## src/rtl/memory_access.sv

```systemverilog
// memory_access: Y86-64 memory stage.
// Performs at most one 64-bit data access per instruction over a req/ack bus.
module memory_access #(
  parameter int unsigned MEM_BYTES = 8192,
  parameter int unsigned TIMEOUT   = 64
) (
  input  logic        clk_i,
  input  logic        rst_n_i,
  input  logic        in_valid_i,
  input  logic [3:0]  icode_i,
  input  logic [2:0]  stat_i,
  input  logic [63:0] valE_i,
  input  logic [63:0] valA_i,
  input  logic [63:0] valP_i,
  output logic        busy_o,
  output logic        done_o,
  output logic [63:0] valM_o,
  output logic [2:0]  stat_o,
  output logic        mem_req_o,
  output logic        mem_we_o,
  output logic [63:0] mem_addr_o,
  output logic [63:0] mem_wdata_o,
  input  logic        mem_ack_i,
  input  logic [63:0] mem_rdata_i,
  input  logic        mem_err_i
);

  localparam int CW = $clog2(TIMEOUT + 1);
  localparam logic [CW-1:0] CNT_LIM = CW'(TIMEOUT);
  localparam logic [63:0] ADDR_MAX = 64'(MEM_BYTES - 8);

  localparam logic [2:0] S_AOK = 3'd1;
  localparam logic [2:0] S_HLT = 3'd2;
  localparam logic [2:0] S_ADR = 3'd3;

  localparam logic [3:0] I_HALT   = 4'h0;
  localparam logic [3:0] I_RMMOVQ = 4'h4;
  localparam logic [3:0] I_MRMOVQ = 4'h5;
  localparam logic [3:0] I_CALL   = 4'h8;
  localparam logic [3:0] I_RET    = 4'h9;
  localparam logic [3:0] I_PUSHQ  = 4'hA;
  localparam logic [3:0] I_POPQ   = 4'hB;

  typedef enum logic [1:0] {
    IDLE,
    REQ,
    DONE
  } state_e;

  state_e          state_q, state_d;
  logic            busy_q, busy_d;
  logic            done_q, done_d;
  logic            req_q, req_d;
  logic            we_q, we_d;
  logic [63:0]     addr_q, addr_d;
  logic [63:0]     wdata_q, wdata_d;
  logic [63:0]     valm_q, valm_d;
  logic [2:0]      stat_q, stat_d;
  logic [CW-1:0]   cnt_q, cnt_d;

  logic            acc;
  logic            acc_we;
  logic [63:0]     acc_addr;
  logic [63:0]     acc_data;
  logic [2:0]      noacc_stat;

  // Decode icode into access kind, address source and store data source.
  always_comb begin
    acc      = 1'b0;
    acc_we   = 1'b0;
    acc_addr = valE_i;
    acc_data = valA_i;
    unique case (1'b1)
      (icode_i == I_RMMOVQ): begin
        acc    = 1'b1;
        acc_we = 1'b1;
      end
      (icode_i == I_MRMOVQ): begin
        acc = 1'b1;
      end
      (icode_i == I_CALL): begin
        acc      = 1'b1;
        acc_we   = 1'b1;
        acc_data = valP_i;
      end
      (icode_i == I_RET): begin
        acc      = 1'b1;
        acc_addr = valA_i;
      end
      (icode_i == I_PUSHQ): begin
        acc    = 1'b1;
        acc_we = 1'b1;
      end
      (icode_i == I_POPQ): begin
        acc      = 1'b1;
        acc_addr = valA_i;
      end
      default: begin
        acc = 1'b0;
      end
    endcase
  end

  // Status for instructions that finish without a bus access.
  always_comb begin
    noacc_stat = stat_i;
    if (stat_i == S_AOK && icode_i == I_HALT) begin
      noacc_stat = S_HLT;
    end
  end

  // Next-state and next-output computation for the IDLE/REQ/DONE machine.
  always_comb begin
    state_d = state_q;
    busy_d  = busy_q;
    done_d  = 1'b0;
    req_d   = req_q;
    we_d    = we_q;
    addr_d  = addr_q;
    wdata_d = wdata_q;
    valm_d  = valm_q;
    stat_d  = stat_q;
    cnt_d   = cnt_q;
    unique case (state_q)
      IDLE: begin
        if (in_valid_i) begin
          busy_d = 1'b1;
          cnt_d  = '0;
          if (stat_i != S_AOK || !acc) begin
            state_d = DONE;
            done_d  = 1'b1;
            valm_d  = '0;
            stat_d  = noacc_stat;
          end else if (acc_addr > ADDR_MAX) begin
            state_d = DONE;
            done_d  = 1'b1;
            valm_d  = '0;
            stat_d  = S_ADR;
          end else begin
            state_d = REQ;
            req_d   = 1'b1;
            we_d    = acc_we;
            addr_d  = acc_addr;
            wdata_d = acc_data;
          end
        end
      end
      REQ: begin
        cnt_d = cnt_q + 1'b1;
        if (mem_ack_i) begin
          state_d = DONE;
          done_d  = 1'b1;
          req_d   = 1'b0;
          if (mem_err_i) begin
            stat_d = S_ADR;
            valm_d = '0;
          end else begin
            stat_d = S_AOK;
            valm_d = we_q ? 64'd0 : mem_rdata_i;
          end
        end else if (cnt_d == CNT_LIM) begin
          state_d = DONE;
          done_d  = 1'b1;
          req_d   = 1'b0;
          stat_d  = S_ADR;
          valm_d  = '0;
        end
      end
      DONE: begin
        state_d = IDLE;
        busy_d  = 1'b0;
        cnt_d   = '0;
      end
      default: begin
        state_d = IDLE;
        busy_d  = 1'b0;
        req_d   = 1'b0;
        cnt_d   = '0;
      end
    endcase
  end

  // State and registered outputs; reset aborts any access in flight.
  always_ff @(posedge clk_i) begin
    if (!rst_n_i) begin
      state_q <= IDLE;
      busy_q  <= 1'b0;
      done_q  <= 1'b0;
      req_q   <= 1'b0;
      we_q    <= 1'b0;
      addr_q  <= '0;
      wdata_q <= '0;
      valm_q  <= '0;
      stat_q  <= S_AOK;
      cnt_q   <= '0;
    end else begin
      state_q <= state_d;
      busy_q  <= busy_d;
      done_q  <= done_d;
      req_q   <= req_d;
      we_q    <= we_d;
      addr_q  <= addr_d;
      wdata_q <= wdata_d;
      valm_q  <= valm_d;
      stat_q  <= stat_d;
      cnt_q   <= cnt_d;
    end
  end

  assign busy_o      = busy_q;
  assign done_o      = done_q;
  assign valM_o      = valm_q;
  assign stat_o      = stat_q;
  assign mem_req_o   = req_q;
  assign mem_we_o    = we_q;
  assign mem_addr_o  = addr_q;
  assign mem_wdata_o = wdata_q;

endmodule

```

## config.mk

```make
export PLATFORM = sky130hd
export DESIGN_NAME = memory_access
export DESIGN_NICKNAME = d
export VERILOG_FILES = /design/src/rtl/memory_access.sv
export SDC_FILE = /design/constraint.sdc
export NUM_CORES = 1
export LEC_CHECK = 0
export ABC_AREA = 1
export CORE_AREA = 2 2 180 182
export CTS_CLUSTER_DIAMETER = 30
export DETAILED_ROUTE_END_ITERATION = 12
export DIE_AREA = 0 0 182 184
export GPL_ROUTABILITY_DRIVEN = 0
export SLEW_MARGIN = 20
export SYNTH_ARGS = -nofsm -noshare
export SYNTH_HDL_FRONTEND = slang
export SYNTH_SLANG_ARGS = --single-unit
```

## constraint.sdc

```tcl
create_clock -name clk_i -period 5.8 [get_ports clk_i]
set_input_delay 1.16 -clock clk_i [delete_from_list [all_inputs] [get_ports clk_i]]
set_output_delay 1.16 -clock clk_i [all_outputs]
set_load 0.03 [all_outputs]
```

## Word level (Yosys, flattened, before mapping)

Index checks and enable logic that the tools add are counted.

| word-level totals | value |
|---|---|
| input bits | 268 |
| flip-flop bits (word level) | 208 |
| output and inout bits | 199 |
| word-level logic and storage cells | 88 |

| operators by class | value |
|---|---|
| add/subtract/negate cells | 1 |
| eq/ne operators | 16 |
| order comparisons | 1 |
| multiplexer cells | 42 |
| reductions and logical operators | 14 |
| bitwise gates (word level) | 4 |

Operators by type and width:

| operator | number |
|---|---|
| $mux 64 | 9 |
| $pmux 64 s2 | 1 |
| $gt 64x13->1 const B | 1 |
| $mux 3 | 6 |
| $eq 4x4->1 const B | 4 |
| $pmux 7 s2 | 1 |
| $mux 1 | 13 |
| $mux 2 | 6 |
| $eq 4x3->1 const B | 2 |
| $reduce_and 4->1 | 2 |
| $add 7x1->7 const B | 1 |
| $eq 7x7->1 const B | 1 |
| $mux 7 | 1 |
| $ne 2x2->1 const B | 3 |
| $ne 3x3->1 const B | 2 |
| $pmux 3 s2 | 1 |
| $reduce_or 6->1 | 1 |
| $reduce_and 5->1 | 1 |
| $logic_not 4->1 | 1 |
| $not 1->1 | 4 |
| $pmux 1 s2 | 2 |
| $pmux 2 s2 | 1 |
| $reduce_and 2->1 | 2 |
| $eq 3x1->1 const B | 1 |
| 11 further kinds | 11 |

## Longest topological paths before layout

Gate-level depths: netlist of run 1.

| depth | value |
|---|---|
| depth after elaboration | 8 |
| gate-level depth with buffers | 17 |
| gate-level depth less buffers | 15 |

## Worst setup path before layout of run 1

Ideal clock, no wire load.

| timing | value |
|---|---|
| path kind | input port to flip-flop |
| start | in icode_i[0] |
| end | reg valm_q[41] (netlist: valM_o[41]) |
| slack | 2.821 ns |
| required time | 5.688 ns |
| path buffers | 3 |
| setup time | 0.112 ns |
| data arrival time | 2.867 ns |
| stages on the path | 16 |
| cells stage by stage | buf_2 -> clkbuf_1 -> nand3_1 -> nand2_1 -> nand2_1 -> nor2_1 -> nand2_1 -> nor2_1 -> nand2_1 -> nor2_4 -> nand4_4 -> nand2_4 -> inv_2 -> buf_2 -> nor2_1 -> nor2_1 |

| on the way | value |
|---|---|
| word-level cells in the longest chain between the ends | 8 |
| elaborated cells between the ends (all ways) | 18 |
| those cells by class | order compare (1); eq/ne (7); mux (5); reduce/logical (5) |

Ends and longest elaborated chain:

| item | line | source |
|---|---|---|
| from (decl) | 10 | `input logic [3:0] icode_i,` |
| parallel branches: the longest is 8 deep, another holds $gt 64x13->1 | n/a |  |
| to (signal assigned) | 204 | `valm_q <= valm_d;` |
| to (decl) | 57 | `logic [63:0] valm_q, valm_d;` |

Several ways; the timed one is not identified. The select of a mux whose other input is x is not followed.
A chain may end at the register's enable or synchronous reset.

## Worst setup path in the final report of run 1

| timing | value |
|---|---|
| start | in icode_i[3] |
| end | reg wdata_q[53] (netlist: mem_wdata_o[53]) |

| on the way | value |
|---|---|
| word-level cells in the longest chain between the ends | 7 |
| elaborated cells between the ends (all ways) | 17 |
| those cells by class | order compare (1); eq/ne (6); mux (3); bitwise (2); reduce/logical (5) |

Ends and longest elaborated chain:

| item | line | source |
|---|---|---|
| parallel branches: the longest is 7 deep, another holds $gt 64x13->1 | n/a |  |
| to (signal assigned) | 203 | `wdata_q <= wdata_d;` |
| to (decl) | 56 | `logic [63:0] wdata_q, wdata_d;` |

Several ways; the timed one is not identified.

==> summary.md, run 1 <==
| Metric | Value |
|---|---|
| Max Cap Viol | `0` |
| Final hold viol count | `0` |
| WL/cell | `16.7 µm` |
| First-pass GRT wire length | `60600 µm` |
| Min Hold Slack | `0.435 ns` |
| Power consumption | `5.37 mW` |
| Area delta synth->final | `72.1%` |
| Layout cells sized above 1 | `0.0899` |
| Hold path depth | `2` |
| GRT Total Usage | `0.229` |
| Pin count of the biggest net entering global routing | `88` |
| Initial antenna violation count | `3` |
| Critical path type | `in2reg` |
| Slew headroom | `0.291` |
| Core Rows | `65` |
| Reg clk slew, reported paths | `0.05 ns` |
| Layout Nets | `2169` |
| Max Fclk | `235 MHz` |
| Placed cell count | `2244` |
| Ports | `467` |
| Post-Layout Cell Count | `2351` |
| Worst Path Arrival | `4.72 ns` |
| Core area | `31400 µm²` |
| Yosys reg bits | `208` |
| Critical path data required time | `6.27 ns` |
| Synth warnings | `0` |
| CTS tree | `yes` |
| Post-Syn Nets | `1724` |
| Crit-path max FO | `67` |
| Status | `finished, final reports clean` |
| Root Buffer | `clkbuf_16` |
| Post-Syn Instances | `1455` |
| Setup TNS | `0 ns` |
| Util after Layout | `0.528` |
| Tmin final | `4.25 ns` |
| Worst hold path class | `reg2reg` |
| Commonest cells post-synth | `nand2_1, nor2_1, dfxtp_1, a21oi_1, inv_1` |
| Reg2Reg Launch Point | `cnt_q[0]` |
| Post-CTS Setup Inserts | `0` |
| Hold_buf cts | `0` |
| PwrDens | `324 nW/µm²` |
| Dpl hpwl | `27900 µm` |
| Min-delay src | `mem_addr_o[16]` |
| Slew Viols, Final | `0` |
| Initial DRC Count | `605` |
| Sequential area share after synthesis | `0.432` |
| Die Wd | `182 µm` |
| PortBufs | `466` |
| Synth unique cells | `29` |
| Crit end category | `flop` |
| H-tree depth | `2` |
| R2r endpoint | `valM_o[37]` |
| Top-count cell post-synth | `nand2_1` |
| Synthesized area | `9640 µm²` |
| Worst-margin pin slew | `1.06 ns` |
| Post_cts resized | `0` |
| Total gr overflow | `0` |
| Layout Skew | `0.0123 ns` |
| ANT nets after route | `0` |
| Area contributors post-synth | `dfxtp_1, nand2_1, nor2_1, a21oi_1, mux2_2` |
| Via count | `10865` |
| Clock sink count | `208` |
| Clock latency on the worst-skew pair | `0.56 ns` |
| TritonCTS Buffers | `56` |
| Post-synth EDFFs | `0` |
| R2R cell count | `14` |
| Main synth FF type | `dfxtp_1` |
| VDD IR-drop max | `0.217 mV` |
| Vias/cell | `4.62` |
| Area leader, netlist | `dfxtp_1` |
| Final setup violation count | `0` |
| Die Area | `33500 µm²` |
| Worst hold endpoint | `mem_addr_o[16]` |
| Leak | `6.86 nW` |
| RSZ-0062 raised after global routing | `no` |
| Drt first pass iters | `5` |
| Post-Syn Area per Cell | `6.62 µm²` |
| DRC errors left | `0` |
| Die Y | `184 µm` |
| Initial core utilization | `0.307` |
| Async SR Flop Fraction | `0` |
| Setup crit start kind | `input pin` |
| Period utilization | `0.733` |
| Clock buffer depth | `3` |
| Reg2reg setup slack | `3.20 ns` |
| Synth top area share | `0.432` |
| Number of global-route vias before repair | `10849` |
| Post-Route WL | `39200 µm` |
worst max-delay path: stages:
cell,delay (ns)
clkdlybuf4s50_1,0.63
nand3_4,0.28
inv_2,0.43
nand2_1,0.12
nand2_1,0.10
nor2_1,0.05
nand2_1,0.06
nor2_1,0.04
nand2_1,0.08
nor2_2,0.08
nand4_4,0.10
buf_4,0.61
buf_4,0.64
nand2_1,0.11
a21oi_1,0.16
report_power, final:
| part | switching [mW] | internal (mW) | total (mW) | leakage [nW] |
|---|---|---|---|---|
| logic | 0.263 | 0.283 | 0.546 | 4.19 |
| registers | 0.0155 | 1.47 | 1.48 | 1.69 |
| clock network | 0.960 | 2.38 | 3.34 | 0.976 |
cell families after synthesis:
family,synth area share
buffers and inverters,0.0814
AOI/OAI and AO/OA,0.0667
DFF,0.432
and+or+nand+nor,0.365
adders and majority gates,0.00130
xor gates and xnor gates,0.00364
muxes,0.0502
stage by stage:
stage / area (µm²) / worst slack (ns)
finish: 16600 / 1.55
global route: 16600 / 1.13
CTS: 16600 / 1.53
detailed placement: 14500 / 0.954
global placement: 14500 / 1.04
floorplan: 9640 / 2.82
layer usage:
layer	track usage	wire, µm	vias up
met2	0.385	18200	444
met1	0.265	15700	4909
met4	0.102	1540	0
met5	0	0	-
met3	0.0781	3780	87
li1	-	-	5425
cells in the final DEF, fill, tap and decap left out, types with 4 or more instances in the layout:
| cell | Yosys | routed |
|---|---|---|
| clkinv_2 | 0 | 8 |
| inv_2 | 6 | 4 |
| clkinvlp_4 | 0 | 12 |
| clkbuf_16 | 0 | 57 |
| mux2_2 | 43 | 43 |
| nor2_1 | 250 | 249 |
| clkbuf_8 | 0 | 5 |
| nand3_1 | 88 | 88 |
| buf_4 | 2 | 14 |
| a21oi_1 | 108 | 108 |
| clkdlybuf4s50_1 | 0 | 465 |
| nand4_1 | 7 | 7 |
| clkbuf_1 | 54 | 4 |
| nand2_1 | 521 | 519 |
| bufinv_16 | 0 | 12 |
| clkinv_4 | 0 | 5 |
| o21ai_0 | 10 | 10 |
| o21ai_1 | 9 | 9 |
| dfxtp_1 | 208 | 208 |
| inv_1 | 91 | 91 |
| nor3_1 | 4 | 4 |
flip-flops by register name (all words and copies together), names as in the netlist:
signal and cells:
mem_req_o 1, done_o 1, mem_we_o 1, cnt_q 7, mem_wdata_o 64, state_q 2, valM_o 64, mem_addr_o 64
stat_o 3, busy_o 1
area by class of cell:
class / instances / area [µm²]
antenna: 3 / 7.51
fill: 3040 / 14800
clock inverter: 38 / 554
tap: 402 / 503
clock buffer: 66 / 1510
multi-input combinational: 1057 / 4710
timing repair buffer: 480 / 4760
inverter: 97 / 369
sequential: 208 / 4160
worst max-delay path by stage:
stage / startpoint / slack (ns) / cells past startpoint / endpoint
after floorplan: icode_i[0] / 2.82 / 16 / valM_o[41]
final: icode_i[3] / 1.55 / 15 / mem_wdata_o[53]
after global placement: icode_i[3] / 1.04 / 13 / mem_wdata_o[3]
after CTS: icode_i[3] / 1.53 / 13 / mem_wdata_o[37]
after detailed placement: icode_i[3] / 0.95 / 13 / mem_wdata_o[3]
after global routing: icode_i[3] / 1.13 / 15 / mem_wdata_o[48]
Power figures use the tool's default switching activity.
==> run 2: changes to the inputs <==
--- a/config.mk
+++ b/config.mk
@@ -6,10 +6,10 @@
 export NUM_CORES = 1
 export LEC_CHECK = 0
 export ABC_AREA = 1
-export CORE_AREA = 2 2 180 182
+export CORE_AREA = 2 2 181 183
 export CTS_CLUSTER_DIAMETER = 30
 export DETAILED_ROUTE_END_ITERATION = 12
-export DIE_AREA = 0 0 182 184
+export DIE_AREA = 0 0 183 185
 export GPL_ROUTABILITY_DRIVEN = 0
 export SLEW_MARGIN = 20
 export SYNTH_ARGS = -nofsm -noshare
==> constraint.sdc (replaced) <==
create_clock -name clk_i -period 4.4 [get_ports clk_i]
set_input_delay 0.88 -clock clk_i [delete_from_list [all_inputs] [get_ports clk_i]]
set_output_delay 0.88 -clock clk_i [all_outputs]
set_load 0.03 [all_outputs]
==> run 2 against run 1 <==
Compared with the run above: sequential cell count unchanged; combinational power is 34% higher; critical path depth stayed put.
==> summary.md, run 2 (synthesis results as in run 1) <==
| Metric | Value |
|---|---|
| Status | `finished, final reports clean (unchanged)` |
| Crit-path max FO | `43 (was 67)` |
| PwrDens | `418 nW/µm² (was 324 nW/µm²)` |
| Via count | `10935 (was 10865)` |
| Die Area | `33900 µm² (was 33500 µm²)` |
| Root Buffer | `clkbuf_16 (unchanged)` |
| PortBufs | `466 (unchanged)` |
| Fraction of power spent switching nets | `0.235 (was 0.231)` |
| Hold path depth | `2 (unchanged)` |
| Reg2reg setup slack | `1.84 ns (was 3.20 ns)` |
| Core area | `32000 µm² (was 31400 µm²)` |
| Ports | `467 (unchanged)` |
| Clock buffer depth | `3 (unchanged)` |
| WL/cell | `16.8 µm (was 16.7 µm)` |
| Drt first pass iters | `5 (unchanged)` |
| Final hold viol count | `0 (unchanged)` |
| Die Wd | `183 µm (was 182 µm)` |
| Die Y | `185 µm (was 184 µm)` |
| Max stage delay on crit path | `0.56 ns (was 0.64 ns)` |
| TritonCTS Buffers | `57 (was 56)` |
| Critical path data required time | `4.87 ns (was 6.27 ns)` |
| RSZ-0062 raised after global routing | `no (unchanged)` |
| First-pass GRT wire length | `60500 µm (was 60600 µm)` |
| Layout Nets | `2174 (was 2169)` |
| Crit-path slowest cell | `clkdlybuf4s50_1 (was buf_4)` |
| Leak | `6.90 nW (was 6.86 nW)` |
| Slew Viols, Final | `0 (unchanged)` |
| VDD IR-drop max | `0.294 mV (was 0.217 mV)` |
| Area delta synth->final | `72.3% (was 72.1%)` |
| Reg2Reg Launch Point | `cnt_q[0] (unchanged)` |
| DRC errors left | `0 (unchanged)` |
| Fillers | `3158 (was 3040)` |
| Min-delay src | `mem_addr_o[28] (was mem_addr_o[16])` |
| Seq. cell area | `4160 µm² (unchanged)` |
| H-tree depth | `2 (unchanged)` |
| Post-route cell area | `16600 µm² (about the same)` |
| Setup TNS | `0 ns (unchanged)` |
| Tmin final | `3.60 ns` |
| Worst hold endpoint | `mem_addr_o[28] (was mem_addr_o[16])` |
| Worst path cell trace | `clkdlybuf4s50_1 -> inv_2 -> nand3_4 -> buf_4 -> nand2_1 -> o21ai_1 -> nand3_1 -> nor2_1 -> nand3_1 -> nor2_2 -> nand4_4 -> inv_2 -> buf_4 -> nand2_1 -> a21oi_1 (was clkdlybuf4s50_1 -> nand3_4 -> inv_2 -> nand2_1 -> nand2_1 -> nor2_1 -> nand2_1 -> nor2_1 -> nand2_1 -> nor2_2 -> nand4_4 -> buf_4 -> buf_4 -> nand2_1 -> a21oi_1)` |
| Core Rows | `66 (was 65)` |
| Layout Skew | `0.0195 ns (was 0.0123 ns)` |
| Logic pwr share | `0.105 (was 0.102)` |
| Post-Route WL | `39600 µm (was 39200 µm)` |
| Period utilization | `0.818` |
| Initial core utilization | `0.301 (was 0.307)` |
| Max Cap Viol | `0 (unchanged)` |
| Placed cell count | `2254 (was 2244)` |
| Final setup violation count | `0 (unchanged)` |
| Critical path type | `in2reg (unchanged)` |
| Number of global-route vias before repair | `10882 (was 10849)` |
| Initial DRC Count | `529 (was 605)` |
| Most frequent cells in the layout | `nand2_1, clkdlybuf4s50_1, nor2_1 (unchanged)` |
| Initial antenna violation count | `2 (was 3)` |
| GRT Total Usage | `0.227 (was 0.229)` |
| Worst hold path class | `reg2reg (unchanged)` |
| Worst Path Arrival | `4.07 ns (was 4.72 ns)` |
| Commonest non-fill, non-tap cell in the layout | `nand2_1 (unchanged)` |
| Dpl hpwl | `28500 µm (was 27900 µm)` |
| Internal power | `5.31 mW (was 4.13 mW)` |
| Slew headroom | `0.424 (was 0.291)` |
| Post-DP Area | `14600 µm² (was 14500 µm²)` |
| Crit end category | `flop (unchanged)` |
| Clock Power Share | `0.613 (was 0.622)` |
| Setup crit start kind | `input pin (unchanged)` |
| Reg power frac | `0.281 (was 0.276)` |
| Clock latency on the worst-skew pair | `0.56 ns (about the same)` |
| Total gr overflow | `0 (unchanged)` |
| Clock sink count | `208 (unchanged)` |
| Max Fclk | `278 MHz` |
| R2R cell count | `14 (unchanged)` |
| Multi-input logic area | `4710 µm² (unchanged)` |
| R2r endpoint | `valM_o[47] (was valM_o[37])` |
| CTS tree | `yes (unchanged)` |
| Reg clk slew, reported paths | `0.05 ns (about the same)` |
| Psw | `1.63 mW (was 1.24 mW)` |
| Post-Layout Cell Count | `2358 (was 2351)` |
| ANT nets after route | `0 (unchanged)` |
| Vias/cell | `4.64 (was 4.62)` |
| Pin count of the biggest net entering global routing | `131 (was 88)` |
| Worst-margin pin slew | `0.864 ns (was 1.06 ns)` |
| Layout cells sized above 1 | `0.0903 (was 0.0899)` |
==> run 2: worst max-delay path, delay by kind of cell <==
family	cells	cell delay [ns]
and+or+nand+nor	8	1.41
buffers and inverters	5	1.48
AOI/OAI and AO/OA	2	0.26
==> run 2: stage by stage <==
stage / hold slack (ns) / total power, mW / utilization / setup slack (ns)
after floorplan: 0.454 / 2.31 / - / 1.70
after global placement: 0.425 / 2.71 / 0.455 / 0.254
after detailed placement: 0.428 / 2.72 / 0.455 / 0.179
after CTS: 0.436 / 7.02 / 0.518 / 0.744
after global routing: 0.452 / 7.20 / 0.518 / 0.512
final: 0.434 / 6.94 / 0.518 / 0.800
==> run 2: layout make-up <==
cell class                 count  area share
tap                          408      0.0307
timing repair buffer         484       0.290
multi-input combinational   1057       0.284
antenna                        2    0.000301
clock buffer                  73      0.0961
inverter                      97      0.0224
sequential                   208       0.251
clock inverter                29      0.0255
==> run 2: how the worst max path moves through the flow <==
stage,start,to,cells past startpoint
floorplan,icode_i[0],valM_o[41],16
global placement,icode_i[2],done_o,15
detailed placement,icode_i[2],valM_o[50],15
CTS,icode_i[2],valM_o[45],15
global route,icode_i[2],mem_wdata_o[20],15
finish,icode_i[2],mem_wdata_o[20],15
==> run 2: layer usage <==
layer,track usage,vias to the layer above,wire length [µm]
met5,0,-,0
met4,0.0749,0,888
met3,0.0696,58,3120
met2,0.393,404,19400
met1,0.267,5033,16200
li1,-,5440,-
==> run 2: timing repair <==
item                                    in CTS  in global routing
endpoints found under the setup margin       0                  8
gates resized for setup                      0                  1
setup buffers                                0                  0
hold buffers                                 0                  0
==> run 2: power by group through the flow <==
stage | clock (mW) | combinational (mW) | sequential, mW
6_report | 4.26 | 0.732 | 1.95
5_1_grt | 4.45 | 0.792 | 1.96
3_5_place_dp | 0 | 0.730 | 1.99
3_3_place_gp | 0 | 0.727 | 1.99
4_1_cts | 4.33 | 0.735 | 1.95
2_1_floorplan | 0 | 0.246 | 2.06
==> run 3: changes to the inputs <==
==> constraint.sdc (replaced) <==
create_clock -name clk_i -period 3.4 [get_ports clk_i]
set_input_delay 0.68 -clock clk_i [delete_from_list [all_inputs] [get_ports clk_i]]
set_output_delay 0.68 -clock clk_i [all_outputs]
set_load 0.03 [all_outputs]
==> run 3 against run 2 <==
Compared with the run above: clock power increased by 26%; first-iteration DRC count rose by 7.0%; global-route usage decreased by 0.26 points; via count grew 0.66%; total power is 28% higher; sequential power rose by 30%; count of clock-buffer cells in the layout down 4; sequential share of layout area fell by 0.43 points; routed wire length fell by 0.27%; register-to-register slack got worse by 0.96 ns; largest cell class unchanged; largest power group unchanged; highest routed layer is now met5.
==> summary.md, run 3 (synthesis results as in run 1) <==
| Metric | Value |
|---|---|
| Initial core utilization | `0.301 (unchanged)` |
| Met3 Wirelength | `3230 µm (was 3120 µm)` |
| Tmin final | `2.98 ns` |
| PwrDens | `525 nW/µm² (was 418 nW/µm²)` |
| Dpl hpwl | `28700 µm (was 28500 µm)` |
| Leak | `7.04 nW (was 6.90 nW)` |
| Critical path type | `in2reg (unchanged)` |
| Seq. cell area | `4160 µm² (unchanged)` |
| Setup crit start kind | `input pin (unchanged)` |
| Vias/cell | `4.61 (was 4.64)` |
| Initial DRC Count | `566 (was 529)` |
| Clock latency on the worst-skew pair | `0.55 ns (was 0.56 ns)` |
| Period utilization | `0.878` |
| Post-route cell area | `16900 µm² (was 16600 µm²)` |
| Critical path data required time | `3.87 ns (was 4.87 ns)` |
| Most frequent cells in the layout | `nand2_1, clkdlybuf4s50_1, nor2_1 (unchanged)` |
| Die Y | `185 µm (unchanged)` |
| Fillers | `3114 (was 3158)` |
| Routed wl met2 | `18400 µm (was 19400 µm)` |
| Core Rows | `66 (unchanged)` |
| Most used cell, CP | `nand2_1` |
| Crit-path slowest cell | `clkdlybuf4s50_1 (unchanged)` |
| Clock buffer depth | `3 (unchanged)` |
| DRT met1 WL | `16000 µm (was 16200 µm)` |
| Number of global-route vias before repair | `10748 (was 10882)` |
| Worst path cell trace | `clkdlybuf4s50_1 -> nand3_4 -> buf_4 -> nand2_1 -> nand2_1 -> nor2_1 -> nand2_1 -> nor2_1 -> nand2_1 -> nor2_2 -> buf_4 -> nand4_4 -> buf_12 -> nand3_1 -> nand2_1 -> nor2_1 (was clkdlybuf4s50_1 -> inv_2 -> nand3_4 -> buf_4 -> nand2_1 -> o21ai_1 -> nand3_1 -> nor2_1 -> nand3_1 -> nor2_2 -> nand4_4 -> inv_2 -> buf_4 -> nand2_1 -> a21oi_1)` |
| Layout Skew | `0.0182 ns (was 0.0195 ns)` |
| WL/cell | `16.5 µm (was 16.8 µm)` |
| Setup TNS | `0 ns (unchanged)` |
| Final setup violation count | `0 (unchanged)` |
| Post_cts resized | `0 (unchanged)` |
| Reg2reg setup slack | `0.88 ns (was 1.84 ns)` |
| Area delta synth->final | `75.3% (was 72.3%)` |
| Psw | `2.08 mW (was 1.63 mW)` |
| Pre-CTS WS | `-0.0798 ns (was 0.179 ns)` |
| Slew Viols, Final | `0 (unchanged)` |
| TritonCTS Buffers | `56 (was 57)` |
| Post-DP Area | `14900 µm² (was 14600 µm²)` |
| Total gr overflow | `0 (unchanged)` |
| Post-Route WL | `39500 µm (was 39600 µm)` |
| Worst hold path class | `reg2reg (unchanged)` |
| Crit-path max FO | `63 (was 43)` |
| Top delay family on crit path | `simple AND/OR/NAND/NOR gates (was buffers and inverters)` |
| Clock sink count | `208 (unchanged)` |
| Max stage delay on crit path | `0.55 ns (was 0.56 ns)` |
| Max Cap Viol | `0 (unchanged)` |
| GRT Total Usage | `0.224 (was 0.227)` |
| Via count | `11007 (was 10935)` |
| Ports | `467 (unchanged)` |
| VDD IR-drop max | `0.429 mV (was 0.294 mV)` |
| ANT nets after route | `0 (unchanged)` |
| Placed cell count | `2281 (was 2254)` |
| Crit end category | `flop (unchanged)` |
| Commonest non-fill, non-tap cell in the layout | `nand2_1 (unchanged)` |
| Reg2Reg Launch Point | `cnt_q[0] (unchanged)` |
| Top sig layer | `met5 (was met4)` |
| Power consumption | `8.87 mW (was 6.94 mW)` |
| CTS tree | `yes (unchanged)` |
| Die Area | `33900 µm² (unchanged)` |
| Max Fclk | `335 MHz` |
| Final hold viol count | `0 (unchanged)` |
| Worst hold endpoint | `mem_addr_o[28] (unchanged)` |
| Min-delay src | `mem_addr_o[28] (unchanged)` |
| Core area | `32000 µm² (unchanged)` |
| Initial antenna violation count | `3 (was 2)` |
| Logic pwr share | `0.110 (was 0.105)` |
| Hold path depth | `2 (unchanged)` |
| Worst Path Buf+Inv | `4 (was 5)` |
| Multi-input logic area | `4710 µm² (unchanged)` |
| Hold_buf cts | `0 (unchanged)` |
| DRC errors left | `0 (unchanged)` |
| Reg clk slew, reported paths | `0.04 ns (was 0.05 ns)` |
| Pin count of the biggest net entering global routing | `82 (was 131)` |
| Layout cells sized above 1 | `0.104 (was 0.0903)` |
| Drt first pass iters | `5 (unchanged)` |
| R2r endpoint | `valM_o[18] (was valM_o[47])` |
| Worst setup margin | `0.416 ns (was 0.800 ns)` |
| Worst Path Arrival | `3.45 ns (was 4.07 ns)` |
| PortBufs | `466 (unchanged)` |
| Fraction of power spent switching nets | `0.234 (was 0.235)` |
| Layout Nets | `2200 (was 2174)` |
| H-tree depth | `2 (unchanged)` |
| Internal power | `6.79 mW (was 5.31 mW)` |
| Post-CTS Setup Inserts | `0 (unchanged)` |
| Reg power frac | `0.285 (was 0.281)` |
| Root Buffer | `clkbuf_16 (unchanged)` |
| R2R cell count | `16 (was 14)` |
| Die Wd | `183 µm (unchanged)` |
| Status | `finished, final reports clean (unchanged)` |
| Post-Layout Cell Count | `2388 (was 2358)` |
| First-pass GRT wire length | `59500 µm (was 60500 µm)` |
| Slew headroom | `0.421 (was 0.424)` |
| RSZ-0062 raised after global routing | `no (unchanged)` |
| Clock Power Share | `0.605 (was 0.613)` |
| Worst-margin pin slew | `0.868 ns (was 0.864 ns)` |
==> run 3: cell count changes in the layout (fill, tap and decap cells not counted), moves of 2 or more <==
cell | before | now
buf_4 | 16 | 31
buf_12 | 2 | 14
clkbuf_8 | 11 | 6
clkinv_2 | 10 | 15
clkinvlp_4 | 4 | 8
inv_6 | 4 | 0
clkinv_16 | 2 | 0
clkinv_4 | 2 | 4
==> run 3: worst max-delay path by stage <==
stage                     slack, ns               to  cells after the start  startpoint
after floorplan                0.90       valM_o[41]                     16  icode_i[0]
after global placement        -0.02  mem_wdata_o[20]                     15  icode_i[0]
after detailed placement      -0.08       valM_o[19]                     17  icode_i[0]
after CTS                      0.47       valM_o[19]                     17  icode_i[0]
after global routing           0.19       valM_o[28]                     17  icode_i[2]
final                          0.42       valM_o[18]                     16  icode_i[0]
==> run 3: metrics by stage <==
stage / hold WS [ns] / utilization
after global placement: 0.423 / 0.466
after global routing: 0.444 / 0.527
after floorplan: 0.454 / -
final: 0.431 / 0.527
after detailed placement: 0.426 / 0.466
after CTS: 0.433 / 0.527
==> run 3: metal layers <==
layer,up-vias,global-route usage
met5,-,0
met4,2,0.119
met3,104,0.0706
met2,419,0.372
met1,4993,0.259
li1,5489,-
==> run 3: cell type report <==
class,count,share of cell area
diodes,2,0.000296
multi-input cells,1057,0.279
repair buffers,511,0.306
clock buffers,69,0.0906
well taps,408,0.0302
inverters,97,0.0217
flip-flops and latches,208,0.246
clock inverters,36,0.0255
==> run 3: worst register-to-register path: stages, from the launching register on <==
cell,delay [ns]
dfxtp_1,0.37
ha_1,0.19
nand2_1,0.09
nor2_1,0.17
xor2_1,0.17
inv_1,0.07
nor3_1,0.13
nand3_1,0.12
nand2_1,0.08
nand2_1,0.06
nand2_2,0.11
buf_12,0.27
nand2_4,0.11
inv_2,0.11
buf_12,0.20
nor2_1,0.09
nor2_1,0.11
==> run 3: power by group through the flow <==
stage               clock [mW]  combinational [mW]  sequential [mW]
CTS                       5.46               0.980             2.53
global placement             0               0.969             2.57
floorplan                    0               0.318             2.67
global route              5.61                1.05             2.53
finish                    5.37               0.976             2.53
detailed placement           0               0.973             2.57
